## src/rtl/fpcvt_pipe_if.sv

```systemverilog
// Streaming interface for the pipelined int-to-float converter.
// Status flags exist only when FPCVT_STATUS_EN is defined.
interface fpcvt_pipe_if #(
  parameter int unsigned IN_W  = 13,
  parameter int unsigned EXP_W = 3,
  parameter int unsigned SIG_W = 5
);
  logic             in_valid;
  logic             in_ready;
  logic [IN_W-1:0]  in_data;
  logic             out_valid;
  logic             out_ready;
  logic             out_s;
  logic [EXP_W-1:0] out_e;
  logic [SIG_W-1:0] out_f;
`ifdef FPCVT_STATUS_EN
  logic             out_sat;
  logic             out_inexact;
`endif

  // Source/sink side of the converter
  modport master (
    output in_valid, in_data, out_ready,
    input  in_ready, out_valid, out_s, out_e, out_f
`ifdef FPCVT_STATUS_EN
    , input out_sat, out_inexact
`endif
  );

  // Converter side
  modport slave (
    input  in_valid, in_data, out_ready,
    output in_ready, out_valid, out_s, out_e, out_f
`ifdef FPCVT_STATUS_EN
    , output out_sat, out_inexact
`endif
  );
endinterface

```

## src/rtl/fpcvt_pipe.sv

```systemverilog
// Three-stage pipelined two's-complement to (S, E, F) converter, value = F * 2^E.
// Optional FPCVT_STATUS_EN adds pipelined out_sat / out_inexact flags.
module fpcvt_pipe #(
  parameter int unsigned IN_W  = 13,
  parameter int unsigned EXP_W = 3,
  parameter int unsigned SIG_W = 5
) (
  input  logic         clk,
  input  logic         rst,
  fpcvt_pipe_if.slave  bus
);
  localparam int unsigned MW    = IN_W - 1;
  localparam int unsigned PW    = $clog2(MW);
  localparam int unsigned E_MAX = (1 << EXP_W) - 1;

  logic             v1, v2, v3;
  logic             adv1, adv2, adv3;
  logic             s1, s2, s3;
  logic [MW-1:0]    m1;
  logic [EXP_W-1:0] e2, e3;
  logic [SIG_W-1:0] f2, f3;
  logic             r2;

  logic             min_neg;
  logic [MW-1:0]    m_c;
  logic [PW-1:0]    p;
  logic [PW-1:0]    sh;
  int               e_full;
  logic [EXP_W-1:0] e2_c, e3_c;
  logic [SIG_W-1:0] f2_c, f3_c;
  logic             r2_c;
  logic [SIG_W:0]   sum;

  // Backpressure chain: a stage moves when empty or when its successor moves
  assign adv3 = !v3 || bus.out_ready;
  assign adv2 = !v2 || adv3;
  assign adv1 = !v1 || adv2;
  assign bus.in_ready = adv1;

  // Stage 1: sign-magnitude; the most-negative code clamps to the largest magnitude
  always_comb begin
    min_neg = bus.in_data[IN_W-1] && !(|bus.in_data[IN_W-2:0]);
    m_c     = MW'(bus.in_data[IN_W-1] ? (~bus.in_data + IN_W'(1)) : bus.in_data);
    if (min_neg) m_c = '1;
  end

  // Stage 2: locate the leading one and cut the significand window below it
  always_comb begin
    p = '0;
    for (int i = 0; i < int'(MW); i++)
      if (m1[i]) p = PW'(i);
    sh     = '0;
    e_full = 0;
    f2_c   = m1[SIG_W-1:0];
    r2_c   = 1'b0;
    if (int'(p) >= int'(SIG_W)) begin
      sh     = p - PW'(SIG_W - 1);
      e_full = int'(sh);
      f2_c   = SIG_W'(m1 >> sh);
      r2_c   = m1[p - PW'(SIG_W)];
    end
    e2_c = EXP_W'(e_full);
    if (e_full > int'(E_MAX)) begin
      e2_c = EXP_W'(E_MAX);
      f2_c = '1;
      r2_c = 1'b0;
    end
  end

  // Stage 3: round half up; the carry out of F+1 bumps the exponent or saturates
  always_comb begin
    sum  = {1'b0, f2} + (SIG_W+1)'(r2);
    e3_c = e2;
    f3_c = sum[SIG_W-1:0];
    if (sum[SIG_W]) begin
      if (e2 == EXP_W'(E_MAX)) begin
        f3_c = '1;
      end else begin
        f3_c = SIG_W'(1) << (SIG_W - 1);
        e3_c = e2 + EXP_W'(1);
      end
    end
  end

  always_ff @(posedge clk) begin
    if (rst) begin
      v1 <= 1'b0; v2 <= 1'b0; v3 <= 1'b0;
      s1 <= 1'b0; s2 <= 1'b0; s3 <= 1'b0;
      m1 <= '0;
      e2 <= '0; f2 <= '0; r2 <= 1'b0;
      e3 <= '0; f3 <= '0;
    end else begin
      if (adv1) begin
        v1 <= bus.in_valid;
        if (bus.in_valid) begin
          s1 <= bus.in_data[IN_W-1];
          m1 <= m_c;
        end
      end
      if (adv2) begin
        v2 <= v1;
        if (v1) begin
          s2 <= s1; e2 <= e2_c; f2 <= f2_c; r2 <= r2_c;
        end
      end
      if (adv3) begin
        v3 <= v2;
        if (v2) begin
          s3 <= s2; e3 <= e3_c; f3 <= f3_c;
        end
      end
    end
  end

  assign bus.out_valid = v3;
  assign bus.out_s     = s3;
  assign bus.out_e     = e3;
  assign bus.out_f     = f3;

`ifdef FPCVT_STATUS_EN
  logic sat1, sat2, sat3, inx2, inx3;
  logic sat2_c, inx2_c, sat3_c;

  // Flags ride alongside the data with the same advance enables
  always_comb begin
    sat2_c = sat1 || (e_full > int'(E_MAX));
    inx2_c = |(m1 & ~({MW{1'b1}} << sh));
    sat3_c = sat2 || (sum[SIG_W] && (e2 == EXP_W'(E_MAX)));
  end

  always_ff @(posedge clk) begin
    if (rst) begin
      sat1 <= 1'b0; sat2 <= 1'b0; sat3 <= 1'b0;
      inx2 <= 1'b0; inx3 <= 1'b0;
    end else begin
      if (adv1 && bus.in_valid) sat1 <= min_neg;
      if (adv2 && v1) begin
        sat2 <= sat2_c;
        inx2 <= inx2_c;
      end
      if (adv3 && v2) begin
        sat3 <= sat3_c;
        inx3 <= inx2;
      end
    end
  end

  assign bus.out_sat     = sat3;
  assign bus.out_inexact = inx3;
`endif
endmodule

```

## src/flat_wrapper.sv

```systemverilog
// flat-port wrapper written by rule: the top's interface ports become plain ports
module fpcvt_pipe_flat 
#(
  parameter int unsigned IN_W  = 13,
  parameter int unsigned EXP_W = 3,
  parameter int unsigned SIG_W = 5
)
  (clk, rst, bus_in_valid, bus_in_data, bus_out_ready, bus_in_ready, bus_out_valid, bus_out_s, bus_out_e, bus_out_f);
  fpcvt_pipe_if #(.IN_W(IN_W), .EXP_W(EXP_W), .SIG_W(SIG_W)) bus_i ();
  input  logic clk;
  input  logic rst;
  input wire logic [$bits(bus_i.in_valid)-1:0] bus_in_valid;
  input wire logic [$bits(bus_i.in_data)-1:0] bus_in_data;
  input wire logic [$bits(bus_i.out_ready)-1:0] bus_out_ready;
  output wire logic [$bits(bus_i.in_ready)-1:0] bus_in_ready;
  output wire logic [$bits(bus_i.out_valid)-1:0] bus_out_valid;
  output wire logic [$bits(bus_i.out_s)-1:0] bus_out_s;
  output wire logic [$bits(bus_i.out_e)-1:0] bus_out_e;
  output wire logic [$bits(bus_i.out_f)-1:0] bus_out_f;
  assign bus_i.in_valid = bus_in_valid;
  assign bus_i.in_data = bus_in_data;
  assign bus_i.out_ready = bus_out_ready;
  assign bus_in_ready = bus_i.in_ready;
  assign bus_out_valid = bus_i.out_valid;
  assign bus_out_s = bus_i.out_s;
  assign bus_out_e = bus_i.out_e;
  assign bus_out_f = bus_i.out_f;
  fpcvt_pipe #(.IN_W(IN_W), .EXP_W(EXP_W), .SIG_W(SIG_W)) u_core (.clk(clk), .rst(rst), .bus(bus_i));
endmodule
```

## config.mk

```make
export PLATFORM = sky130hd
export DESIGN_NAME = fpcvt_pipe_flat
export DESIGN_NICKNAME = d
export VERILOG_FILES = /design/src/rtl/fpcvt_pipe_if.sv /design/src/rtl/fpcvt_pipe.sv /design/src/flat_wrapper.sv
export SDC_FILE = /design/constraint.sdc
export NUM_CORES = 1
export LEC_CHECK = 0
export ABC_CLOCK_PERIOD_IN_PS = 4000
export CAP_MARGIN = 20
export CELL_PAD_IN_SITES_DETAIL_PLACEMENT = 2
export CELL_PAD_IN_SITES_GLOBAL_PLACEMENT = 2
export CORE_ASPECT_RATIO = 0.7
export CORE_UTILIZATION = 36
export DETAILED_ROUTE_END_ITERATION = 7
export GPL_ROUTABILITY_DRIVEN = 1
export PLACE_DENSITY_LB_ADDON = 0.1
export SYNTH_ARGS = -nofsm -noshare
export SYNTH_HDL_FRONTEND = slang
export SYNTH_SLANG_ARGS = --single-unit
```

## constraint.sdc

```tcl
create_clock -name clk -period 4 [get_ports clk]
set_input_delay 0.6 -clock clk [delete_from_list [all_inputs] [get_ports clk]]
set_output_delay 0.6 -clock clk [all_outputs]
set_load 0.02 [all_outputs]
```

After elaboration in Yosys (flattened, before gate mapping). Cells that the tools add are included.

Shifts and indexed selects: 1. $add $sub $neg: 5. Equal/unequal tests: 1. Bitwise operators: 1. Reductions and logical operators: 12. Magnitude comparators: 3. Mux-type cells: 25.

Operator list (number): 12-bit 2-to-1 mux (2); 4-bit 2-to-1 mux (6); 3-bit 2-to-1 mux (7); 5-bit 2-to-1 mux (3); 12-bit by 1-bit adder with 12-bit output, second input constant (1); 12-bit NOT (1); 12-bit OR reduction (1); 12-bit by 4-bit right shift with 5-bit output (1); 4-bit by 3-bit subtractor with 4-bit output, second input constant (2); 5-bit by 1-bit adder with 6-bit output (1); 2-bit AND reduction (3); 4-bit by 5-bit less-than comparator with 1-bit output, second input constant (1); 1-bit binary-select mux with 4-bit select (1); 4-bit by 3-bit greater-or-equal comparator with 1-bit output, second input constant (1); 4-bit by 3-bit greater-than comparator with 1-bit output, second input constant (1); 1-bit zero test (4); 1-bit 2-to-1 mux (4); 2-bit 2-to-1 mux (2); 3-bit by 1-bit adder with 3-bit output, second input constant (1); 3-bit == test, second input constant (1); 1-bit logical OR (3); 1-bit logical AND (1).

Logic and storage cells: 60. Input bits: 17. Register bits after elaboration: 35. Output and inout bits: 11.

Longest topological paths before layout.
Word-level depth: 16. Gate-level depth with buffers: 11. Mapped depth without buffers: 10.

Least setup slack after synthesis. OpenSTA, ideal clock, no wires.

Path type: reg2reg. Start: register u_core.m1[3]. End: register u_core.f2[2]. Setup slack: 1.421 ns. Setup time: 0.103 ns. Cell stages (with the launch flop): 11. Required time: 3.897 ns. Period minus slack after synthesis: 2.579 ns. Buffers on the path: 1. Arrival: 2.476 ns. Cells stage by stage: dfxtp_1 -> buf_4 -> nor2_1 -> a221oi_4 -> o41ai_4 -> inv_2 -> ha_1 -> o41a_1 -> nor2_2 -> a21oi_1 -> a2111oi_2.

Word-level cells in the longest chain between the ends: 13. Elaborated cells on any way between the ends: 16. Classes of those cells: add/sub (1); order compare (2); shift (1); mux (12).

RTL lines: from (decl) (line fpcvt_pipe.sv:19) `logic [MW-1:0] m1;`; from (signal assigned) (line fpcvt_pipe.sv:97) `m1 <= m_c;`; 2-bit 2-to-1 mux (line fpcvt_pipe.sv:51) `if (m1[i]) p = PW'(i);`; 3-bit 2-to-1 mux (4 in series) (line fpcvt_pipe.sv:51); 4-bit 2-to-1 mux (4 in series) (line fpcvt_pipe.sv:51); 4-bit by 3-bit subtractor with 4-bit output / 4-bit by 3-bit greater-or-equal comparator with 1-bit output (equally long branches) (line fpcvt_pipe.sv:57, fpcvt_pipe.sv:56); 12-bit by 4-bit right shift with 5-bit output / 4-bit 2-to-1 mux (equally long branches) (line fpcvt_pipe.sv:59, fpcvt_pipe.sv:56); 5-bit 2-to-1 mux / 4-bit by 3-bit greater-than comparator with 1-bit output (equally long branches) (line fpcvt_pipe.sv:56, fpcvt_pipe.sv:63); 5-bit 2-to-1 mux (*) (line fpcvt_pipe.sv:63) `if (e_full > int'(E_MAX)) begin`; to (signal assigned) (line fpcvt_pipe.sv:90) `e2 <= '0; f2 <= '0; r2 <= 1'b0;`; to (signal assigned) (line fpcvt_pipe.sv:103) `s2 <= s1; e2 <= e2_c; f2 <= f2_c; r2 <= r2_c;`; to (decl) (line fpcvt_pipe.sv:21) `logic [SIG_W-1:0] f2, f3;`.

Every way passes the cells marked *; elsewhere a longest branch is shown, timed or not. A chain may end at the register's enable or synchronous reset.

Final worst setup path.
Start: register u_core.m1[4]. End: register u_core.f2[2].

Word-level cells in the longest chain between the ends: 12. Elaborated cells on any way between the ends: 15. Classes of those cells: add/sub (1); order compare (2); shift (1); mux (11).

RTL lines (line): 3-bit 2-to-1 mux (4 in series) (fpcvt_pipe.sv:51); 4-bit 2-to-1 mux (4 in series) (fpcvt_pipe.sv:51); 4-bit by 3-bit subtractor with 4-bit output / 4-bit by 3-bit greater-or-equal comparator with 1-bit output (equally long branches) (fpcvt_pipe.sv:57, fpcvt_pipe.sv:56); 12-bit by 4-bit right shift with 5-bit output / 4-bit 2-to-1 mux (equally long branches) (fpcvt_pipe.sv:59, fpcvt_pipe.sv:56); 5-bit 2-to-1 mux / 4-bit by 3-bit greater-than comparator with 1-bit output (equally long branches) (fpcvt_pipe.sv:56, fpcvt_pipe.sv:63); 5-bit 2-to-1 mux (*) (fpcvt_pipe.sv:63).

Marks and branches as above.

==> flow_summary.ini <==
[sta]
timing.max_slew.rel_slack_pct = 42.6
clock-skew-final_ps = 3.21
timing.final.max_slew_violations = 0
finalCritPeriodShare_pct = 75.8
worst-slew-pin-transition_ps = 860
final_critical_path_setup_slack_ps = 967
hold_viol = 0
fin_crit_ps = 3030
final.hold.worst_slack_ps = 459
report.final.setup_viol = 0
total_negative_slack_for_setup_checks_ps = 0
grt_setup_unrepaired = false
achievable-frequency_ghz = 0.330

[layout]
proportion_of_layout_cells_with_a_drive_suffix_above_1_pct = 10.6
post-route-util_pct = 44.2
final.fill_count = 739
number_of_antenna_cells_inserted = 0
fin_cells = 399
finish.instance_area_sq_um = 2790
area_delta_synth_final_pct = 17.6
fin_nets = 346

[power_and_ir_drop]
switchingPower_mw = 0.370
power.switching_fraction_pct = 37.0
maximum_vdd_drop_v = 0.000134
seqPwrFrac_pct = 41.3
comb_power_share_pct = 31.6
power.static_leakage_nw = 1.05
cellInternalPower_mw = 0.631
power_total_mw = 1.00
power_per_cell_area_nw_per_um2 = 359
clock_power_share_pct = 27.1

[placed_design]
place_area_sq_um = 2700
dpl.hpwl_microns = 6600
port_buffers = 27
gp_congestion = 0.891
place_inst = 392
pre_cts_ws_ps = 1000

[yosys]
syn-cell-area_sq_um = 2370
ys_dominant_reg_cell = sky130_fd_sc_hd__dfxtp_1
number_of_synthesized_register_bits = 35
yosysTopAreaCell = sky130_fd_sc_hd__dfxtp_1
synth_area_leaders = sky130_fd_sc_hd__dfxtp_1 (30%), sky130_fd_sc_hd__a21oi_1 (7.4%), sky130_fd_sc_hd__o21ai_0 (5.1%), sky130_fd_sc_hd__nor2_1 (4.4%), sky130_fd_sc_hd__ha_1 (4.2%)
ys_async_sr_fraction_pct = 0
synth-edff-count = 0
synthesis.area_per_instance_sq_um = 8.01
mappedNetlistNets = 321
seq_area_frac_synth_pct = 29.6
syn_inst = 296
synthDominantCellAreaShare_pct = 29.6
synth.yosys.warnings = 0
yosysUniqueCellTypes = 55

[outcome]
run_status = finished clean

[global_routing]
first_global_vias = 2498
globalRouteOverflowTotal = 0
grt_start_max_net_pins = 22
grt.met2_usage_pct = 39.5
groute.usage.overall_pct = 26.2
grt_util_met3_pct = 5.01
grt_use_met1_pct = 39.0
grt_busiest_layer = met2
initial_antenna_violation_count = 0
wire_length_of_the_first_global_routing_pass_microns = 13900

[clocking]
htree_num_levels = 2
cts.path.max_buffers = 2
cts.repair_timing.setup_buffer_count = 0
worst_path_clk_slew_ps = 70
root_buffer = sky130_fd_sc_hd__clkbuf_8
tritoncts_clock_tree = yes
clk_latency_ps = 290
cts-buffers-inserted = 5
numClockSinks = 35
holdBufCountCts = 0
post_cts_resize_count = 0

[die]
top_level_ports = 28
initial_core_util_pct = 37.6
die_w_microns = 99
die_area_sq_um = 6920
placeableCoreArea_sq_um = 6310
die_height_microns = 69.9
core.rowCount = 24

[worst_setup_path]
crit_path_cell_chain = a221oi_4 > o41ai_4 > inv_2 > ha_1 > o41a_1 > nor2_2 > a211oi_1 > a2111oi_2
critPathKind = reg2reg
worstPathMaxFanout = 12
critPathArrivalTime_ps = 3220
worstSetupEndpointType = flop
critical_path.startpoint_type = flop
cp.required_ps = 4190
critPathMaxStageDelay_ps = 610
critical_path.slowest_cell = sky130_fd_sc_hd__dfxtp_1

[routing]
route.antenna.remaining_nets = 0
via_per_inst = 6.09
drc_violation_count_after_routing = 0
dr_total_vias = 2428
avgRoutedWirePerCell_microns = 21.1
drt_pass1_iterations = 4
drt_iter0_markers = 166
postRouteWirelength_microns = 8410

[min_path]
type_of_the_tightest_min_delay_check = reg2reg

[flow_run]
max_cap_viol_count = 0
## critical path, delay by kind of cell (launching register included)
family,cells,cell delay [ps]
adders and majority gates,1,270
AOI/OAI and AO/OA,5,1610
and+or+nand+nor,1,290
DFF,1,610
buffers and inverters,1,150
## cells by family after synthesis
kind of cell | Yosys count | share of synthesized area, %
buffers and inverters | 31 | 5.86
adders and majority gates | 8 | 4.22
xor gates and xnor gates | 12 | 4.43
DFF | 35 | 29.6
muxes | 9 | 4.01
AOI/OAI and AO/OA | 111 | 33.2
and+or+nand+nor | 90 | 18.7
## final cells by class
type | count | area (sq um) | area share, %
Clock inverter | 1 | 5.00 | 0.179
Multi-Input combinational cell | 230 | 1530 | 54.9
Sequential cell | 35 | 701 | 25.1
Timing Repair Buffer | 32 | 308 | 11.0
Clock buffer | 6 | 82.6 | 2.96
Inverter | 17 | 63.8 | 2.29
Tap cell | 78 | 97.6 | 3.50
## flip-flops by register name, summed over array words and instances, names as in the netlist
signal	flops
u_core.m1	12
u_core.bus.out_f	5
u_core.f2	5
u_core.bus.out_e	3
u_core.e2	3
u_core.bus.out_s	1
u_core.bus.out_valid	1
u_core.r2	1
u_core.s1	1
u_core.s2	1
u_core.v1	1
u_core.v2	1
## power by group through the flow
stage / logic [mW] / registers [mW] / clock network (mW)
finish: 0.317 / 0.414 / 0.271
global route: 0.346 / 0.418 / 0.289
CTS: 0.314 / 0.413 / 0.277
detailed placement: 0.311 / 0.421 / 0
global placement: 0.301 / 0.418 / 0
floorplan: 0.218 / 0.404 / 0
## cells in the final DEF (no fill, tap or decap), drive strengths merged, types with 2 or more instances in the layout
cell / Yosys / routed
nor3: 6 / 6
o41a: 2 / 2
nand2b: 7 / 7
or2: 2 / 2
inv: 17 / 17
ha: 8 / 8
nor2: 30 / 30
a311oi: 3 / 3
o21ai: 26 / 26
nand3b: 2 / 2
o31ai: 6 / 6
o221ai: 3 / 3
a22oi: 2 / 2
clkbuf: 9 / 6
xor2: 11 / 11
o311ai: 2 / 2
mux2: 4 / 4
o211ai: 4 / 4
a2111oi: 3 / 3
o221a: 2 / 2
clkdlybuf4s50: 0 / 27
a21oi: 37 / 37
a211oi: 6 / 6
or3: 2 / 2
buf: 5 / 5
a31oi: 4 / 4
nand3: 12 / 12
mux2i: 5 / 5
and3: 4 / 4
nand2: 17 / 17
nor2b: 3 / 3
or4: 2 / 2
dfxtp: 35 / 35
o41ai: 5 / 5
## cell usage after synthesis (all sizes together) (2+ instances only)
| library cell | count |
|---|---|
| nor2b | 3 |
| nand3 | 12 |
| mux2i | 5 |
| o41ai | 5 |
| nand3b | 2 |
| o311ai | 2 |
| dfxtp | 35 |
| a21oi | 37 |
| a22oi | 2 |
| or3 | 2 |
| a211oi | 6 |
| inv | 17 |
| o41a | 2 |
| a311oi | 3 |
| xor2 | 11 |
| nor2 | 30 |
| o221ai | 3 |
| or2 | 2 |
| clkbuf | 9 |
| nand2b | 7 |
| a2111oi | 3 |
| ha | 8 |
| mux2 | 4 |
| nand2 | 17 |
| o221a | 2 |
| and3 | 4 |
| o211ai | 4 |
| or4 | 2 |
| nor3 | 6 |
| a31oi | 4 |
| buf | 5 |
| o31ai | 6 |
| o21ai | 26 |
## metal layers
| layer | up-vias | routed length [microns] |
|---|---|---|
| met5 | - | 0 |
| met1 | 1229 | 4230 |
| met4 | 0 | 35 |
| met2 | 45 | 3680 |
| li1 | 1149 | - |
| met3 | 5 | 461 |
## final timing paths
check	start	endpoint	slack [ps]	cells past startpoint
hold / removal	u_core.bus.out_f[2]	u_core.bus.out_f[2]	460	2
setup / recovery	u_core.m1[4]	u_core.f2[2]	970	8
hold reg to reg	u_core.bus.out_f[2]	u_core.bus.out_f[2]	460	2
setup reg to reg	u_core.m1[4]	u_core.f2[2]	970	8
Power figures use the tool's default switching activity.
